File: src/rtl/control_word_sequencer.sv
// Fetch/execute sequencer: owns PC, IR, micro-state and NZCV, and turns the decoders'
// control word into gated datapath strobes and PC updates.
module control_word_sequencer #(
    parameter logic [63:0] RESET_PC  = 64'h0,
    parameter int          MAX_STEPS = 4
) (
    input  logic        clock,
    input  logic        reset,
    input  logic [31:0] imem_data,
    input  logic        imem_ack,
    input  logic [30:0] controlWord,
    input  logic [1:0]  nextState,
    input  logic [63:0] K,
    input  logic [3:0]  status_in,
    input  logic [63:0] reg_a,
    output logic        imem_req,
    output logic [63:0] imem_addr,
    output logic [31:0] instruction,
    output logic [1:0]  state,
    output logic [3:0]  status,
    output logic [4:0]  DA,
    output logic [4:0]  SA,
    output logic [4:0]  SB,
    output logic [4:0]  Fsel,
    output logic        regW,
    output logic        ramW,
    output logic        EN_MEM,
    output logic        EN_ALU,
    output logic        EN_B,
    output logic        EN_PC,
    output logic        Bsel,
    output logic        exec,
    output logic        fault
);

    typedef struct packed {
        logic [1:0] psel;
        logic [4:0] da;
        logic [4:0] sa;
        logic [4:0] sb;
        logic [4:0] fsel;
        logic       regw;
        logic       ramw;
        logic       en_mem;
        logic       en_alu;
        logic       en_b;
        logic       en_pc;
        logic       bsel;
        logic       pcsel;
        logic       sl;
    } cw_t;

    typedef enum logic {FETCH, EXEC} fsm_t;

    localparam logic [1:0] LAST_STEP = 2'(MAX_STEPS - 1);

    cw_t         cw;
    fsm_t        fsm, fsm_nxt;
    logic [63:0] pc, pc_nxt;
    logic [31:0] ir, ir_nxt;
    logic [1:0]  st, st_nxt;
    logic [3:0]  nzcv, nzcv_nxt;
    logic [1:0]  step, step_nxt;
    logic        fault_q, fault_nxt;
    logic [63:0] pc_seq, tgt;

    assign cw = controlWord;

    always_ff @(posedge clock) begin
        if (reset) begin
            fsm     <= FETCH;
            pc      <= RESET_PC;
            ir      <= '0;
            st      <= '0;
            nzcv    <= '0;
            step    <= '0;
            fault_q <= 1'b0;
        end else begin
            fsm     <= fsm_nxt;
            pc      <= pc_nxt;
            ir      <= ir_nxt;
            st      <= st_nxt;
            nzcv    <= nzcv_nxt;
            step    <= step_nxt;
            fault_q <= fault_nxt;
        end
    end

    assign pc_seq = pc + 64'd4;
    assign tgt    = cw.pcsel ? K : reg_a;

    always_comb begin
        fsm_nxt   = fsm;
        pc_nxt    = pc;
        ir_nxt    = ir;
        st_nxt    = st;
        nzcv_nxt  = nzcv;
        step_nxt  = step;
        fault_nxt = 1'b0;
        case (fsm)
            FETCH: begin
                if (imem_ack) begin
                    ir_nxt   = imem_data;
                    st_nxt   = '0;
                    step_nxt = '0;
                    fsm_nxt  = EXEC;
                end
            end
            EXEC: begin
                if (cw.sl) nzcv_nxt = status_in;
                case (cw.psel)
                    2'b01:   pc_nxt = pc_seq;
                    2'b10:   pc_nxt = tgt;
                    2'b11:   pc_nxt = pc_seq + (tgt << 2);
                    default: pc_nxt = pc;
                endcase
                st_nxt = nextState;
                if (nextState == 2'd0) begin
                    fsm_nxt = FETCH;
                end else if (step == LAST_STEP) begin
                    // runaway micro-sequence: skip the instruction and flag it
                    fsm_nxt   = FETCH;
                    st_nxt    = '0;
                    pc_nxt    = pc_seq;
                    fault_nxt = 1'b1;
                end else begin
                    step_nxt = step + 2'd1;
                end
            end
            default: fsm_nxt = FETCH;
        endcase
    end

    assign exec        = (fsm == EXEC);
    assign imem_req    = (fsm == FETCH);
    assign imem_addr   = pc;
    assign instruction = ir;
    assign state       = st;
    assign status      = nzcv;
    assign fault       = fault_q;

    assign DA     = cw.da;
    assign SA     = cw.sa;
    assign SB     = cw.sb;
    assign Fsel   = cw.fsel;
    assign Bsel   = cw.bsel;
    assign regW   = cw.regw   & exec;
    assign ramW   = cw.ramw   & exec;
    assign EN_MEM = cw.en_mem & exec;
    assign EN_ALU = cw.en_alu & exec;
    assign EN_B   = cw.en_b   & exec;
    assign EN_PC  = cw.en_pc  & exec;

endmodule

File: config.mk
export PLATFORM = sky130hd
export DESIGN_NAME = control_word_sequencer
export DESIGN_NICKNAME = d
export VERILOG_FILES = /design/src/rtl/control_word_sequencer.sv
export SDC_FILE = /design/constraint.sdc
export NUM_CORES = 1
export LEC_CHECK = 0
export CORE_UTILIZATION = 40
export DETAILED_ROUTE_END_ITERATION = 16
export GPL_ROUTABILITY_DRIVEN = 1
export HOLD_SLACK_MARGIN = 0.1
export PLACE_DENSITY_LB_ADDON = 0.12
export REMOVE_ABC_BUFFERS = 1
export SLEW_MARGIN = 15
export SYNTH_ARGS = -nofsm -noshare
export SYNTH_HDL_FRONTEND = slang
export SYNTH_SLANG_ARGS = --single-unit
export TNS_END_PERCENT = 100
File: constraint.sdc
create_clock -name clock -period 9 [get_ports clock]
set_input_delay 2.25 -clock clock [delete_from_list [all_inputs] [get_ports clock]]
set_output_delay 2.25 -clock clock [all_outputs]
set_load 0.05 [all_outputs]
; ---- Yosys cells after proc, flatten, opt, wreduce, memory -nomap -nowiden
; Cells that the tools add are included.
[totals]
register_bits = 106
latch_bits = 0
ram_bits = 0
rom_bits = 0
input_bits = 200
output_inout_bits = 132
word_cells = 45
mem_count = 0
[classes]
add_sub_neg = 3
mul = 0
div = 0
magnitude_cmp = 0
eq_ne = 7
shift = 0
muxes = 16
bitwise_logic = 7
n_reduce_logical = 5
[op_table]
columns = op, n
row1 = two-way mux 64 bit, 3
row2 = one-hot mux 64 bit (3 select lines), 1
row3 = adder 64 x 3 -> 64 bit (second input constant), 1
row4 = adder 64 bit, 1
row5 = two-way mux 2 bit, 5
row6 = one-hot mux 2 bit (2 select lines), 2
row7 = bitwise AND 1 bit, 6
row8 = == test 2 bit (second input constant), 3
row9 = != test 2 bit (second input constant), 3
row10 = two-way mux 1 bit, 4
row11 = AND reduction 2 bit, 2
row12 = AND reduction 3 bit, 1
row13 = OR reduction 3 bit, 1
row14 = adder 2 x 1 -> 2 bit (second input constant), 1
row15 = == test 2 x 1 -> 1 bit (second input constant), 1
row16 = logical NOT 2 bit, 1
row17 = one-hot mux 1 bit (2 select lines), 1
row18 = NOT 1 bit, 1

; ---- Depth between registers and ports, before layout
; Gate-level depths: netlist (run 1).
[depth]
word_depth = 5
mapped_depth = 21
mapped_depth_nobuf = 19

; ---- Worst setup path after synthesis (run 1)
; Ideal clock, no wire load.
[synth_path]
path_kind = input -> register
startpoint = in controlWord[1]
endpoint = reg pc[57], in the netlist imem_addr[57]
setup_time_ns = 0.058
arrival_ns = 6.348
required_time_ns = 8.942
path_slack_ns = 2.593
cell_stages = 16
n_path_buf = 3
cell_sequence = clkbuf_1 -> clkbuf_1 -> buf_1 -> mux2i_1 -> inv_1 -> ha_1 -> a21oi_1 -> nand4b_1 -> a32oi_1 -> a221o_1 -> a31oi_1 -> o21ba_2 -> o31ai_1 -> a41oi_1 -> a2111o_1 -> nand2_1
[synth_between]
elab_chain_len = 5
[synth_lines]
columns = item, line_no
row1 = "start, declared", 11  ; input logic [30:0] controlWord,
row2 = two-way mux 64 bit *, 90  ; assign tgt = cw.pcsel ? K : reg_a;
row3 = adder 64 bit, 114  ; 2'b11: pc_nxt = pc_seq + (tgt << 2);
row4 = one-hot mux 64 bit (3 select lines) *, 111  ; case (cw.psel)
row5 = two-way mux 64 bit, 120  ; end else if (step == LAST_STEP) begin
row6 = two-way mux 64 bit *, 118  ; if (nextState == 2'd0) begin
row7 = "end signal, assigned", 80  ; pc <= pc_nxt;
row8 = "end, declared", 59  ; logic [63:0] pc, pc_nxt;
; Mark *: on every way between the ends. The rest lies on a longest branch, timed or not.
; A chain may end at the register's enable or synchronous reset.

; ---- Final worst setup path (run 1)
; Ends and elaborated chain as after synthesis.

==> flow_summary.toml, run 1 <==
[outcome]
status = "finished, final reports clean"

[global_route]
grt-ovfl-total = 0
grt_pass1_vias = 13450
gr-max-usage-layer = "met2"
grt_use_met3_pct = 5.853
grt_util_met2_pct = 52.37
grt_util_met1_pct = 42.59
grt.total_usage_pct = 32.38
grt_pass1_wl_um = 77200
grt_max_degree = 62
antenna_found_initial = 1

[floorplanning]
die_h_um = 174.6
dieWidth_um = 174.6
die-area_sq_mm = 0.03048
rows = 62
start_util_pct = 41.06
core-area_sq_mm = 0.02901
ios = 332

[clock_network]
cts_tree = "built"
clock_latency_ps = 370
clockBufferDepth = 2
cts_resized = 0
clock-root-buffer = "clkbuf_16"
htreeDepth = 3
post_cts_buffers = 0
clkSinkCount = 106
cts.clk_slew.worst_paths_ps = 90
cts_made_buffers = 9
hold_buffers = 0

[timing]
worst_slew_pin_slew_ps = 1175
final_hold_viol_count = 0
period_needed_ps = 6558
relSlewSlack_pct = 21.39
finalSetupViolations = 0
rsz0062_at_grt = "false"
fmax_mhz = 152.5
fin_tns_setup_ps = 0
skew_ps = 9.366
fin_crit_sh_pct = 72.87
slew_viol_final = 0
hold_slack_ps = 455.5

[setup_path]
cp.required_ps = 9320
path_buf_inv = 2
critPathArrivalTime_ps = 6880
critPathLaunchType = "input pin"
crit_fanout = 25
cp_cell_sequence = "buf_2 > buf_4 > mux2_2 > ha_1 > nand4_1 > or2_2 > or4_1 > o21ba_2 > o31ai_1 > a41oi_1 > a2111o_1 > nand2_1"
cp_slowest_cell = "o31ai_1"
end_kind = "flop"
crit_family = "compound AO/OA/AOI/OAI gates"
cpPeakStageDelay_ps = 800
critical_path_class = "input pin to flop"

[worst_hold_path]
hp-class = "flop to flop"

[synthesis]
synth-edff-count = 0
seq_area_frac_synth_pct = 17.81
syn_inst = 1701
syn_area_sq_mm = 0.01191
yosysWarnings = 0
ys_types = 78
synth-seq-cells = 106
async_flop_share_pct = 0
synth.avg_cell_area_sq_um = 7.004
synth_ff_type = "dfxtp_1"

[power_and_ir_drop]
leakagePower_nw = 5.998
peakVddDrop_v = 0.00008761
powerDensity_mw_per_mm2 = 120.6

[job]
max-cap-violations = 0

[final_layout]
antennaDiodeCount = 0
fin_nets = 2173
drive_gt1_share_pct = 7.053
syn2layout_area_growth_pct = 27.65

[routing]
vias_per_cell = 6.200
drt_pass1_iterations = 6
via_count = 14160
drtIter0Drc = 1497
wl_um = 51260
drcViolationCount = 0
routedWlPerCell_um = 22.44
ant_nets = 0

[place]
hpwlAfterDp_um = 37550
gp_congestion = 0.9895
io_buffers = 289
cells in the mapped netlist, types with 6 or more instances:
| library cell | n | area [sq um] |
|---|---|---|
| o32ai_1 | 7 | 61.31 |
| mux2_2 | 63 | 709.4 |
| and2_1 | 12 | 75.07 |
| inv_1 | 29 | 108.9 |
| o21ai_0 | 103 | 515.5 |
| o21a_1 | 15 | 112.6 |
| a21oi_1 | 193 | 965.9 |
| and4_1 | 6 | 52.55 |
| a21boi_0 | 6 | 45.04 |
| nand3_1 | 51 | 255.2 |
| nor3_1 | 37 | 185.2 |
| nand2b_1 | 7 | 43.79 |
| a31oi_1 | 29 | 181.4 |
| buf_4 | 24 | 180.2 |
| a221o_1 | 6 | 60.06 |
| a221oi_1 | 9 | 78.83 |
| clkbuf_1 | 83 | 311.6 |
| xnor2_1 | 69 | 604.3 |
| buf_2 | 6 | 30.03 |
| nand2_1 | 230 | 863.3 |
| o21bai_1 | 13 | 97.59 |
| o22ai_1 | 21 | 131.4 |
| o31ai_1 | 12 | 90.09 |
| o221ai_1 | 13 | 113.9 |
| a21o_1 | 38 | 285.3 |
| buf_1 | 14 | 52.55 |
| mux2i_1 | 12 | 120.1 |
| and3_1 | 32 | 200.2 |
| nor2_1 | 172 | 645.6 |
| xor2_1 | 37 | 324.1 |
| dfxtp_1 | 106 | 2122 |
| o211ai_1 | 7 | 52.55 |
| ha_1 | 77 | 963.4 |
| nor4_1 | 14 | 87.58 |
| nand4_1 | 30 | 187.7 |
| nor2b_1 | 9 | 56.30 |
| a211oi_1 | 21 | 157.7 |
| or3_1 | 8 | 50.05 |
layout make-up:
type / instances / area (sq um)
fillers: 2888 / 13800
multi-input cells: 1436 / 9146
repair buffers: 310 / 3033
flip-flops and latches: 106 / 2123
well taps: 384 / 480.5
clock buffers: 9 / 225.2
inverters: 32 / 120.1
clock inverters: 7 / 80.08
layout by cell type, fill, tap and decap left out, types with 36 or more instances in the layout:
cell,n
mux2_2,63
a21o_1,38
a21oi_1,193
nand2_1,230
nor2_1,169
clkdlybuf4s50_1,285
o21ai_0,103
xor2_1,37
ha_1,77
nand3_1,51
nor3_1,36
xnor2_1,69
dfxtp_1,105
state kept, by name, indices dropped and copies added, names as in the netlist:
| signal | cells |
|---|---|
| imem_addr | 64 |
| instruction | 32 |
| status | 4 |
| state | 2 |
| step | 2 |
| exec | 1 |
| fault | 1 |
routing by layer:
metal  share of wire [%]  up-vias
met4                 3.5        0
met5                   0        -
li1                    -     6572
met2                  45      779
met1                  42     6687
met3                 9.7      122
worst register-to-register path: stages (launching register included):
cell and delay, ps:
dfxtp_1 540, and4_1 310, nand3_1 260, nor4_4 900, nand2_1 240, xnor2_1 220, ha_1 370, nand4_1 220
or2_2 350, or4_1 410, o21ba_2 250, o31ai_1 800, a41oi_1 280, a2111o_1 460, nand2_1 80
stage by stage:
step	util [%]	worst slack, ps	power [W]	instances	instance area [sq um]
floorplan	-	3256	0.001071	1574	11340
global placement	51.37	2246	0.001384	2268	14900
detailed placement	51.37	2155	0.001385	2268	14900
CTS	52.42	2534	0.001830	2284	15210
global route	52.42	2211	0.001922	2284	15210
finish	52.42	2442	0.001833	2284	15210
cells by family (layout without fill, tap and decap cells):
logic type,Yosys count,after routing,share of synthesized area (%)
DFF,106,106,17.81
muxes,75,75,6.963
and+or+nand+nor,629,629,24.44
xor gates and xnor gates,106,106,7.792
buffers and inverters,159,358,5.829
AOI/OAI and AO/OA,548,548,28.91
adders and majority gates,78,78,8.255
final timing paths:
| kind | slack (ps) | end | depth (start not counted) | from |
|---|---|---|---|---|
| max reg2reg | 3270 | imem_addr[57] | 14 | imem_addr[5] |
| max | 2440 | imem_addr[57] | 12 | controlWord[1] |
| min | 460 | instruction[28] | 2 | instruction[28] |
| min reg2reg | 460 | instruction[28] | 2 | instruction[28] |
where the power goes:
group          switching (W)  internal, W
clock               0.000241     0.000200
combinational       0.000512     0.000337
sequential         0.0000447     0.000499
Note: power is estimated with default switching activity, not from simulation.
==> run 2: changes to the inputs <==
==> constraint.sdc (replaced) <==
create_clock -name clock -period 5.41 [get_ports clock]
set_input_delay 1.3525 -clock clock [delete_from_list [all_inputs] [get_ports clock]]
set_output_delay 1.3525 -clock clock [all_outputs]
set_load 0.05 [all_outputs]
==> flow_summary.toml, run 2 (synthesis gave the netlist of run 1 again) <==
[outcome]
status = "finished, final reports clean"

[timing]
fmax_mhz = 198.2
relSlewSlack_pct = 28.89
skew_ps = 11.62
slew_viol_final = 0
fin_tns_setup_ps = 0
finalSetupViolations = 0
worst_slew_pin_slew_ps = 1067
rsz0062_at_grt = "false"
hold_slack_ps = 458.1
fin_crit_sh_pct = 93.28
final_hold_viol_count = 0
period_needed_ps = 5046

[final_layout]
largest_reg_flops = 64
layout_common_cells = "clkdlybuf4s50_1, nand2_1, a21oi_1"
antennaDiodeCount = 0
final_common_cell = "clkdlybuf4s50_1"
utilization_pct = 54.06
drive_gt1_share_pct = 9.990
fin_nets = 2235
syn2layout_area_growth_pct = 31.65

[routing]
routedWlPerCell_um = 22.23
ant_nets = 0
via_count = 14310
drcViolationCount = 0
vias_per_cell = 6.101
wl_um = 52140
drt_pass1_iterations = 6
drtIter0Drc = 1437

[worst_hold_path]
min_path_cells = 2
hp-class = "flop to flop"

[power_and_ir_drop]
comb_power_share_pct = 47.3
leakagePower_nw = 6.295
power.internal_w = 0.001764
switching_share_pct = 43.20
powerDensity_mw_per_mm2 = 198.1
peakVddDrop_v = 0.0002093
power.switching_w = 0.001342
clkPwrFrac_pct = 23.6
seq_power_share_pct = 29.0

[global_route]
grt_max_degree = 60
grt_pass1_wl_um = 79320
grt_pass1_vias = 13730
grt-ovfl-total = 0
antenna_found_initial = 0
grt.total_usage_pct = 33.34

[setup_path]
crit_fanout = 7
crit_family = "simple AND/OR/NAND/NOR gates"
critical_path_class = "flop to flop"
cp_num_cells = 18
critPathLaunchType = "flop"
path_buf_inv = 2
r2r_cells = 18
cp_cell_sequence = "and4_1 > nand3_1 > nor4_2 > buf_4 > nand3_1 > inv_1 > and3_1 > xor2_1 > ha_1 > nand4_1 > nor3_1 > nand2_1 > or3_1 > o21ai_1 > a41o_1 > a21boi_0 > or4_1 > o211ai_1"
cpPeakStageDelay_ps = 460
cp_common_cell = "nand3_1"
end_kind = "flop"
cp_slowest_cell = "dfxtp_1"
cp.required_ps = 5710
critPathArrivalTime_ps = 5340

[clock_network]
htreeDepth = 3
hold_buffers = 0
cts_made_buffers = 9
cts_resized = 0
post_cts_buffers = 0
clkSinkCount = 106
clock-root-buffer = "clkbuf_16"
clockBufferDepth = 2
cts.clk_slew.worst_paths_ps = 90
clock_latency_ps = 370
cts_tree = "built"

[floorplanning]
die_h_um = 174.6
start_util_pct = 41.06
dieWidth_um = 174.6
die-area_sq_mm = 0.03048
core-area_sq_mm = 0.02901
ios = 332
rows = 62

[place]
hpwlAfterDp_um = 39330
gp_congestion = 0.9876
io_buffers = 289

[job]
max-cap-violations = 0
-- run 2: routing by layer --
layer | part of all wire, % | global-route usage (%)
met5 | 0 | 0.3205
met4 | 3.8 | 12.97
met2 | 44 | 53.17
met1 | 43 | 44.19
met3 | 8.9 | 6.419
-- run 2: worst reg2reg max path: cells and delay by family, from the launching register on --
family / cells / cell delay [ps]
DFF: 1 / 460
AOI/OAI and AO/OA: 4 / 910
adders and majority gates: 1 / 430
xor gates and xnor gates: 1 / 90
and+or+nand+nor: 10 / 2600
buffers and inverters: 2 / 460
-- run 2: area by class of cell --
type,count,area [sq um]
clock buffer,9,225.2
clock inverter,7,85.08
fill,2845,13330
inverter,32,120.1
multi-input combinational,1436,9128
sequential,106,2123
tap,384,480.5
timing repair buffer,372,3523
-- run 2: power groups by stage --
| stage | sequential, W | combinational (W) | clock (W) |
|---|---|---|---|
| floorplan | 0.00108 | 0.000702 | 0 |
| global placement | 0.000915 | 0.00144 | 0 |
| detailed placement | 0.000917 | 0.00144 | 0 |
| CTS | 0.000899 | 0.00145 | 0.000755 |
| global route | 0.000910 | 0.00157 | 0.000779 |
| finish | 0.000901 | 0.00147 | 0.000735 |
-- run 2: stage by stage --
step                total power, W  cell area (sq um)  setup slack (ps)  cells
floorplan                 0.001782              11340             439.3   1574
global placement          0.002355              15370             229.2   2330
detailed placement        0.002358              15370             191.3   2330
CTS                       0.003105              15680             470.3   2346
global route              0.003262              15690             89.44   2346
finish                    0.003106              15690             363.7   2346
-- run 2: worst paths after layout --
| path | startpoint | to | slack, ps |
|---|---|---|---|
| worst min-delay path | instruction[22] | instruction[22] | 460 |
| worst max-delay path | imem_addr[6] | imem_addr[59] | 360 |
| worst max register to register | imem_addr[6] | imem_addr[59] | 360 |
| worst min register to register | instruction[22] | instruction[22] | 460 |
